==> src/rtl/ctrl_upstream_arbiter_pkg.sv <==
// rtl/ctrl_upstream_arbiter_pkg.sv - shared control-message field positions and header codes
package ctrl_upstream_arbiter_pkg;

  localparam int MSG_HEADER_MSB = 63;
  localparam int MSG_HEADER_LSB = 56;
  localparam int MSG_DEST_MSB   = 55;
  localparam int MSG_DEST_LSB   = 48;

  localparam logic [7:0] HEADER_CMD    = 8'h01;
  localparam logic [7:0] HEADER_RESULT = 8'h02;
  localparam logic [7:0] HEADER_STATUS = 8'h03;

  // Index width for an n-entry select; a single entry still needs one bit.
  function automatic int idx_width(input int n);
    return (n > 1) ? $clog2(n) : 1;
  endfunction

endpackage

==> src/rtl/ctrl_upstream_arbiter_rr.sv <==
// rtl/ctrl_upstream_arbiter_rr.sv - combinational round-robin pick over N requests
// Search starts at ptr and wraps; first set request wins.
module rr_arbiter_n
  import ctrl_upstream_arbiter_pkg::*;
#(
  parameter int N = 4,
  localparam int IW = idx_width(N)
) (
  input  logic [N-1:0]  req,
  input  logic [IW-1:0] ptr,
  output logic [N-1:0]  grant,
  output logic [IW-1:0] grant_idx,
  output logic          grant_valid
);

  int            j;
  logic [IW-1:0] jj;

  always_comb begin
    grant       = '0;
    grant_idx   = '0;
    grant_valid = 1'b0;
    j           = 0;
    jj          = '0;
    for (int k = 0; k < N; k++) begin
      j = int'(ptr) + k;
      if (j >= N) j = j - N;
      jj = IW'(j);
      if (!grant_valid && req[jj]) begin
        grant_valid = 1'b1;
        grant[jj]   = 1'b1;
        grant_idx   = jj;
      end
    end
  end

endmodule

==> src/rtl/ctrl_upstream_arbiter.sv <==
// rtl/ctrl_upstream_arbiter.sv - merges child control streams into the root upstream port
// One hold slot per child feeds a single output register through a round-robin pick.
module ctrl_upstream_arbiter
  import ctrl_upstream_arbiter_pkg::*;
#(
  parameter int NUM_CHILDREN    = 4,
  parameter int CTRL_FIFO_WIDTH = 64,
  parameter int STAMP_SOURCE    = 1,
  localparam int IW = idx_width(NUM_CHILDREN)
) (
  input  logic                                  clk,
  input  logic                                  reset,
  input  logic [NUM_CHILDREN*CTRL_FIFO_WIDTH-1:0] data_from_children,
  input  logic [NUM_CHILDREN-1:0]               valid_from_children,
  output logic [NUM_CHILDREN-1:0]               ready_from_children,
  output logic [CTRL_FIFO_WIDTH-1:0]            data_to_root,
  output logic                                  valid_to_root,
  input  logic                                  ready_to_root,
  output logic [IW-1:0]                         grant_id,
  output logic                                  router_busy
);

  localparam int N = NUM_CHILDREN;
  localparam int W = CTRL_FIFO_WIDTH;

  logic [N-1:0]  hold_valid_q, hold_valid_d;
  logic [W-1:0]  hold_data_q [N];
  logic [W-1:0]  hold_data_d [N];
  logic [W-1:0]  out_data_q, out_data_d;
  logic          out_valid_q, out_valid_d;
  logic [IW-1:0] grant_q, grant_d;
  logic [IW-1:0] rr_ptr_q, rr_ptr_d;
  logic          busy_q, busy_d;

  logic [N-1:0]  win_onehot;
  logic [IW-1:0] win_idx;
  logic          win_valid;
  logic          load_en;
  logic [W-1:0]  stamped;

  rr_arbiter_n #(.N(N)) u_rr (
    .req         (hold_valid_q),
    .ptr         (rr_ptr_q),
    .grant       (win_onehot),
    .grant_idx   (win_idx),
    .grant_valid (win_valid)
  );

  always_comb begin
    hold_valid_d = hold_valid_q;
    hold_data_d  = hold_data_q;
    out_data_d   = out_data_q;
    out_valid_d  = out_valid_q;
    grant_d      = grant_q;
    rr_ptr_d     = rr_ptr_q;
    load_en      = !out_valid_q || ready_to_root;
    stamped      = hold_data_q[win_idx];
    if (STAMP_SOURCE != 0) stamped[MSG_DEST_MSB:MSG_DEST_LSB] = 8'(win_idx);

    // A full slot never captures, so the winner's clear cannot collide with a capture.
    for (int i = 0; i < N; i++) begin
      if (valid_from_children[i] && !hold_valid_q[i]) begin
        hold_valid_d[i] = 1'b1;
        hold_data_d[i]  = data_from_children[i*W +: W];
      end
    end

    if (load_en) begin
      if (win_valid) begin
        out_data_d   = stamped;
        out_valid_d  = 1'b1;
        grant_d      = win_idx;
        hold_valid_d = hold_valid_d & ~win_onehot;
        rr_ptr_d     = (win_idx == IW'(N - 1)) ? '0 : win_idx + 1'b1;
      end else begin
        out_valid_d  = 1'b0;
      end
    end

    busy_d = (|hold_valid_d) || out_valid_d;
  end

  always_ff @(posedge clk) begin
    if (reset) begin
      hold_valid_q <= '0;
      out_data_q   <= '0;
      out_valid_q  <= 1'b0;
      grant_q      <= '0;
      rr_ptr_q     <= '0;
      busy_q       <= 1'b0;
    end else begin
      hold_valid_q <= hold_valid_d;
      hold_data_q  <= hold_data_d;
      out_data_q   <= out_data_d;
      out_valid_q  <= out_valid_d;
      grant_q      <= grant_d;
      rr_ptr_q     <= rr_ptr_d;
      busy_q       <= busy_d;
    end
  end

  assign ready_from_children = ~hold_valid_q;
  assign data_to_root        = out_data_q;
  assign valid_to_root       = out_valid_q;
  assign grant_id            = grant_q;
  assign router_busy         = busy_q;

endmodule

==> config.mk <==
export PLATFORM = sky130hd
export DESIGN_NAME = ctrl_upstream_arbiter
export DESIGN_NICKNAME = d
export VERILOG_FILES = /design/src/rtl/ctrl_upstream_arbiter_pkg.sv /design/src/rtl/ctrl_upstream_arbiter_rr.sv /design/src/rtl/ctrl_upstream_arbiter.sv
export SDC_FILE = /design/constraint.sdc
export NUM_CORES = 1
export LEC_CHECK = 0
export BUFFER_PORTS_ARGS = -buffer_cell sky130_fd_sc_hd__buf_4
export CAP_MARGIN = 20
export CORE_AREA = 2 2 178 180
export CTS_CLUSTER_SIZE = 8
export DETAILED_ROUTE_END_ITERATION = 10
export DIE_AREA = 0 0 180 182
export GPL_TIMING_DRIVEN = 1
export PLACE_DENSITY = 0.59
export SYNTH_ARGS = -nofsm -noshare
export SYNTH_HDL_FRONTEND = slang
export SYNTH_HIERARCHICAL = 1
export SYNTH_SLANG_ARGS = --single-unit
==> constraint.sdc <==
create_clock -name clk -period 7.8 [get_ports clk]
set_input_delay 1.56 -clock clk [delete_from_list [all_inputs] [get_ports clk]]
set_output_delay 1.56 -clock clk [all_outputs]
set_load 0.01 [all_outputs]
# Yosys cells after proc, flatten, opt, wreduce, memory -nomap -nowiden
# Index checks and enable logic that the tools add are counted.
[totals]
ff_bits = 324
in_bits = 263
out_inout_bits = 72
elab_cells = 111
[classes]
add_sub_neg = 8
magnitude_cmp = 13
n_eq_ne = 1
mux = 44
bitwise = 8
n_reduce_logical = 27
[ops]
columns = ["op", "n"]
rows = [
  ["binary-select mux 64 bit (select 2 bit)", 1],
  ["2-to-1 mux 64 bit", 2],
  ["2-to-1 mux 4 bit", 6],
  ["2-to-1 mux 1 bit", 18],
  ["2-to-1 mux 2 bit", 9],
  ["greater-or-equal comparator 3 bit, second input constant", 4],
  ["less-than comparator 2 x 3 -> 1 bit, second input constant", 4],
  ["bitwise OR 4 bit", 3],
  ["logical AND 1 bit", 11],
  ["AND reduction 2 bit", 5],
  ["binary-select mux 1 bit (select 2 bit)", 4],
  ["demux 1 bit (select 2 bit)", 4],
  ["greater-or-equal comparator 2 x 1 -> 1 bit, second input constant", 4],
  ["logical NOT 1 bit", 8],
  ["NOT 4 bit", 2],
  ["subtractor 2 x 1 -> 2 bit, second input constant", 4],
  ["adder 2 x 2 -> 3 bit, second input constant", 2],
  ["bitwise AND 4 bit", 1],
  ["OR reduction 4 bit", 1],
  ["adder 2 x 1 -> 3 bit, second input constant", 1],
  ["greater-or-equal comparator 2 x 3 -> 1 bit, second input constant", 1],
  ["NOT 2 -> 3 bit", 1],
  ["adder 2 x 1 -> 2 bit, second input constant", 1],
  ["== test 2 bit, second input constant", 1],
  ["2 further kinds", 3],
]

# Longest topological paths before layout
[depth]
word_depth = 20
mapped_depth = 13
ltp_nobuf = 9

# By module
# Netlist, hierarchy kept.
[modules_own_cells]
columns = ["module", "instances", "cells_each", "area_each_um2", "seq_area_each_um2"]
rows = [
  ["ctrl_upstream_arbiter", 1, 477, 10241.1, 8047.7],
  ["rr_arbiter_n", 1, 45, 421.7, 0.0],
]

# Worst setup path after synthesis
# No wires, ideal clock.
[synth_path]
path_kind = "input-to-reg"
start = "input reset"
end = "register hold_data_q[0] in the netlist's numbering, enable pin"
setup_ns = 0.550
arrival_time_ns = 5.836
t_required_ns = 7.250
slack_ns = 1.414
stages = 2
path_buffers = 1
cell_sequence = "clkbuf_1 > nor3b_1"
[synth_between]
elab_chain_cells = 2
[synth_rtl]
columns = ["element", "line", "source"]
rows = [
  ["start, declared", "ctrl_upstream_arbiter.sv:12", "input logic reset,"],
  ["NOT 1 bit (no line)", "--", ""],
  ["AND reduction 2 bit (no line)", "--", ""],
  ["end signal, assigned", "ctrl_upstream_arbiter.sv:93", "hold_data_q <= hold_data_d;"],
  ["end, declared", "ctrl_upstream_arbiter.sv:27", "logic [W-1:0] hold_data_q [N];"],
]
# Every way passes these cells.
# A chain may end at the register's enable or synchronous reset.

# Worst setup path in the final report
[layout_path]
start = "register rr_ptr_q[0]"
end = "register out_data_q[18], in the netlist data_to_root[18]"
[layout_between]
elab_chain_cells = 18
elab_cells_between_ends = 42
cone_classes = "add/sub (7); order compare (4); mux (23); bitwise (1); reduce/logical (7)"
[layout_rtl]
columns = ["element", "line", "source"]
rows = [
  ["start, declared", "ctrl_upstream_arbiter.sv:32", "logic [IW-1:0] rr_ptr_q, rr_ptr_d;"],
  ["start signal, assigned", "ctrl_upstream_arbiter.sv:97", "rr_ptr_q <= rr_ptr_d;"],
  ["branches (longest 13 deep; another with adder 2 x 1 -> 3 bit)", "--", ""],
  ["2-to-1 mux 2 bit *", "ctrl_upstream_arbiter_rr.sv:29", "if (!grant_valid && req[jj]) begin"],
  ["named net stamped[48]", "ctrl_upstream_arbiter.sv:39", "logic [W-1:0] stamped;"],
  ["NOT 2 -> 3 bit (not written as such) *", "ctrl_upstream_arbiter.sv:57", "stamped = hold_data_q[win_idx];"],
  ["binary-select mux 64 bit (select 2 bit) *", "ctrl_upstream_arbiter.sv:57", ""],
  ["2-to-1 mux 64 bit (not written as such) * (2 in series)", "ctrl_upstream_arbiter.sv:57", ""],
  ["end signal, assigned", "ctrl_upstream_arbiter.sv:94", "out_data_q <= out_data_d;"],
  ["end, declared", "ctrl_upstream_arbiter.sv:29", "logic [W-1:0] out_data_q, out_data_d;"],
]
# Mark *: on every way through the listed nets, which the timed path passes. The select of a mux whose other input is x is not followed.

==> results by stage <==
Worst setup path:
- The largest single stage delay on the critical path is 740 ps.
- The startpoint of the most critical register-to-register path is rr_ptr_q[0].
- The capture point of the worst reg-to-reg path is data_to_root[18].
- The sort of element at the end of the critical path is a flip-flop.
- The number of cell instances on the worst register-to-register path is 9.
- The worst path arrival time is 4410 ps.
- The largest fanout on the critical path is 41.
- The worst setup path is of the flip-flop to flip-flop kind.
- The cell occurring most often along the worst timing path is mux4_2.
- The reg2reg setup slack is 3790 ps.
- Walking the worst path, the cells encountered are inv_1 -> ha_1 -> mux4_2 -> and2b_2 -> o21ai_0 -> o31ai_4 -> buf_4 -> mux4_2 -> a22o_1.
- STA classifies the critical path startpoint as a flip-flop.
- The critical path starts at rr_ptr_q[0].
- The slowest stage of the critical path belongs to the cell buf_4.
- The data required time at the worst endpoint is 8200 ps.
- The critical path endpoint is data_to_root[18].

Pwr:
- The switching power is around 1.7 mW.
- For this design the static power due to leakage is 5.524 nW.
- The clock network fraction of design power is 30.3%.
- The internal portion of the total power is 3.943 mW.
- The design draws 5.612 mW.
- The proportion of power drawn by flip-flops and latches is 35.6%.
- In this run the power density over the cells is 385.3 mW/mm^2.
- The switching fraction of total power is between 20% and 30%.
- The worst ir drop on vdd is roughly 340 uV.
- The share of power burned in combinational logic is 34.1%.

Timing:
- The setup violation total in the final timing report is 0.
- The total count of hold-check failures in the final report came to 0.
- In this run the tightest slew margin relative to its limit is 30.25%.
- At the pin with the least slew margin, the transition time is 1046 ps.
- The count of final max-slew check failures is 0.
- On the final layout, the worst clock skew is 9.225 ps.
- The highest clock rate is between 200 and 250 MHz.
- Setup repair after global routing left no endpoint under its margin.
- The sum of negative setup slack is 0 ps.
- In the finished design, the share of the clock period the worst path needs comes to 51.43%.
- The final critical-path setup slack is roughly 3800 ps.
- The worst path needs ~4000 ps of the cycle, external delays included.

Synthesis:
- The flip-flop and latch count after synthesis is 290.
- Ranked by total cell area, the synthesized netlist is headed by edfxtp_1, dfxtp_1, mux4_2.
- The instance count of the mapped netlist is ~520.
- The average footprint of a synthesized cell is 20.43 um^2.
- The most common flop cell mapped by yosys is edfxtp_1.
- Counting flops with a built-in enable in the synthesized netlist gives 224.
- The distinct cell type count of the synthesized netlist is 37.
- For this run, the number of Yosys warnings is 6.
- Of all cell types, the one taking the most synthesized area is edfxtp_1.
- The mapped cell area is 0.01066 mm^2.
- Summed over its instances, the top area cell type makes up 63.08% of the synthesized netlist area.
- For this run, the register share of the synthesized area comes to between 70% and 80%.
- The fraction of registers with async set/reset is 0%.

Global route:
- The initial antenna violation count was 2.
- The via count of the first global-routing pass is approximately 6,700.
- The first global-routing pass estimated 40.57 mm of wire.
- The maximum number of pins on one net before global-route repair is roughly 60.
- For this run the aggregate overflow at the end of global routing stands at 0.
- Global routing used 16.36% of the available tracks across all layers.

CTS:
- TritonCTS built the clock tree.
- Counting every sink on the clock net gives 290.
- In this run the number of H-tree levels came out at 2.
- In this run, post-CTS hold repair placed 0 buffers.
- The clock transition at the registers of the reported paths is 50 ps.
- The number of buffers added by the clock tree synthesis step is 42.
- The maximum count of clock buffers along a single path is 3.
- The root cell of the clock tree is clkbuf_16.
- The clock latency of the later-clocked register in the worst-skew pair is 510 ps.
- The buffer count from post-CTS setup fixing is 0.
- The number of gates given a new drive strength after cts is 0.

Floorplan:
- The height of the chip is 182 um.
- The die covers roughly 0.033 mm^2.
- The core region is 0.03099 mm^2.
- During I/O placement, the number of pins put on the boundary was 335.
- The width of the die is approximately 180 um.
- The initial utilization of the core area, before any placement, comes to 34.41%.
- After floorplanning, the core was divided into 65 placement rows.

Final layout:
- The library cells used most frequently in the layout, excluding fill and tap cells, are buf_4, edfxtp_1, dfxtp_1.
- The area added between synthesis and finish is 36.60%.
- After the last flow step, the layout net total stands at approximately 1,100.
- Leaving out fill and tap cells, the most frequent cell in the layout is buf_4.
- Cells with a size suffix above 1 make up 48.46% of the layout.
- The final cell count without fillers is 1,278.
- The area of all placed cells without fillers is 0.01457 mm^2.

Job:
- The number of max-cap violations is 0.

Hold path:
- The min-delay analysis places its worst path in the category flip-flop to flip-flop.

Placement:
- Detailed placement ended at an HPWL of 16.52 mm.
- Port buffering added about 300 buffers.
- The cell total after placement is 1,199.
- Prior to clock tree synthesis, the placed netlist has a worst setup slack of 3725 ps.
- The total cell area at the placement stage is approximately 0.013 mm^2.
- The final estimated routing congestion in global placement is 0.7425.

Route:
- For this run, the detailed router's first-pass iteration total came to 4.
- For this block, the via count after detailed routing is slightly above 6,000.
- Once detail routing completed, the nets flagged for antenna violations numbered 0.
- For this block, the routed nets add up to 27.11 mm of wire.
- In this run, the number of DRC markers left after iteration 0 of detailed routing was 316.
- After detailed routing, the average wire length per cell comes to 21.21 um.
- Using the TritonRoute via totals, the vias-per-cell ratio works out to 4.850.
- After detailed routing, the number of remaining DRC violations is 0.

Status:
- The flow ran to the end, and the final reports show no timing, DRC or antenna violations.
[worst max-delay path: cells and delay by family (launching register included)]
| family | cells | cell delay, ps |
|---|---|---|
| multiplexers | 2 | 1070 |
| flip-flops | 1 | 730 |
| buffers and inverters | 2 | 890 |
| AND/OR/NAND/NOR | 1 | 320 |
| AO/OA/AOI/OAI | 3 | 450 |
| adder cells (fa/ha/maj) | 1 | 400 |
[how the worst min path moves through the flow]
stage | cells after the start | to | from
2_1_floorplan | 2 | grant_id[0] | grant_id[0]
3_3_place_gp | 1 | data_to_root[45] | data_to_root[45]
3_5_place_dp | 1 | data_to_root[62] | data_to_root[62]
4_1_cts | 1 | data_to_root[62] | data_to_root[62]
5_1_grt | 1 | data_to_root[34] | data_to_root[34]
6_report | 1 | data_to_root[28] | data_to_root[28]
[power by group through the flow]
stage	logic (mW)	clock network, mW	registers [mW]
2_1_floorplan	1.36	0	2.05
3_3_place_gp	1.95	0	2.02
3_5_place_dp	1.95	0	2.03
4_1_cts	1.95	1.74	2.00
5_1_grt	2.08	1.81	2.02
6_report	1.91	1.70	2.00
[Yosys cell counts (2+ instances only)]
| master | n |
|---|---|
| buf_2 | 13 |
| o21ai_0 | 9 |
| mux4_1 | 2 |
| mux4_2 | 58 |
| nor3_1 | 2 |
| dfxtp_1 | 66 |
| buf_4 | 8 |
| nor3b_1 | 4 |
| nand3_1 | 3 |
| nand2b_1 | 3 |
| a22oi_1 | 8 |
| a22o_1 | 56 |
| inv_1 | 7 |
| mux2i_1 | 2 |
| a21oi_1 | 5 |
| nor2b_1 | 2 |
| a211oi_1 | 4 |
| clkbuf_1 | 10 |
| nor4_1 | 2 |
| nor2_1 | 10 |
| ha_1 | 6 |
| buf_6 | 4 |
| edfxtp_1 | 224 |
[area by class of cell]
cell class                 count  area, um^2
clock inverter                 2       8.758
tap                          402       503.0
inverter                       8       30.03
fill                        2635       16420
sequential                   290        8048
antenna                        1       2.502
multi-input combinational    191        2419
timing repair buffer         308        2312
clock buffer                  76        1242
[kinds of logic after synthesis]
family / share of synthesized area [%]
AOI/OAI and AO/OA: 6.501
adders and majority gates: 0.7040
buffers and inverters: 2.593
DFF: 75.48
muxes: 13.04
other: 0.03517
and+or+nand+nor: 1.655
[per-layer routing]
| layer | part of all wire, % | vias to the layer above | track usage, % |
|---|---|---|---|
| met5 | 0.044 | - | 0 |
| met4 | 2.3 | 2 | 4.715 |
| met3 | 7.3 | 52 | 4.553 |
| met2 | 49 | 279 | 27.43 |
| met1 | 41 | 3068 | 20.83 |
| li1 | - | 2797 | - |
[per-stage QoR]
| step | hold slack [ps] | util (%) |
|---|---|---|
| after floorplan | 511.0 | - |
| after global placement | 463.0 | 42.96 |
| after detailed placement | 462.2 | 42.96 |
| after CTS | 481.1 | 47.00 |
| after global routing | 497.1 | 47.00 |
| final | 477.2 | 47.01 |
[flip-flops by register name, indices dropped and copies added, names as in the netlist]
name / cells
hold_data_q: 224
data_to_root: 57
grant_id: 1
router_busy: 1
rr_ptr_q: 2
valid_to_root: 1
hold_valid_q: 4
Power figures use the tool's default switching activity.
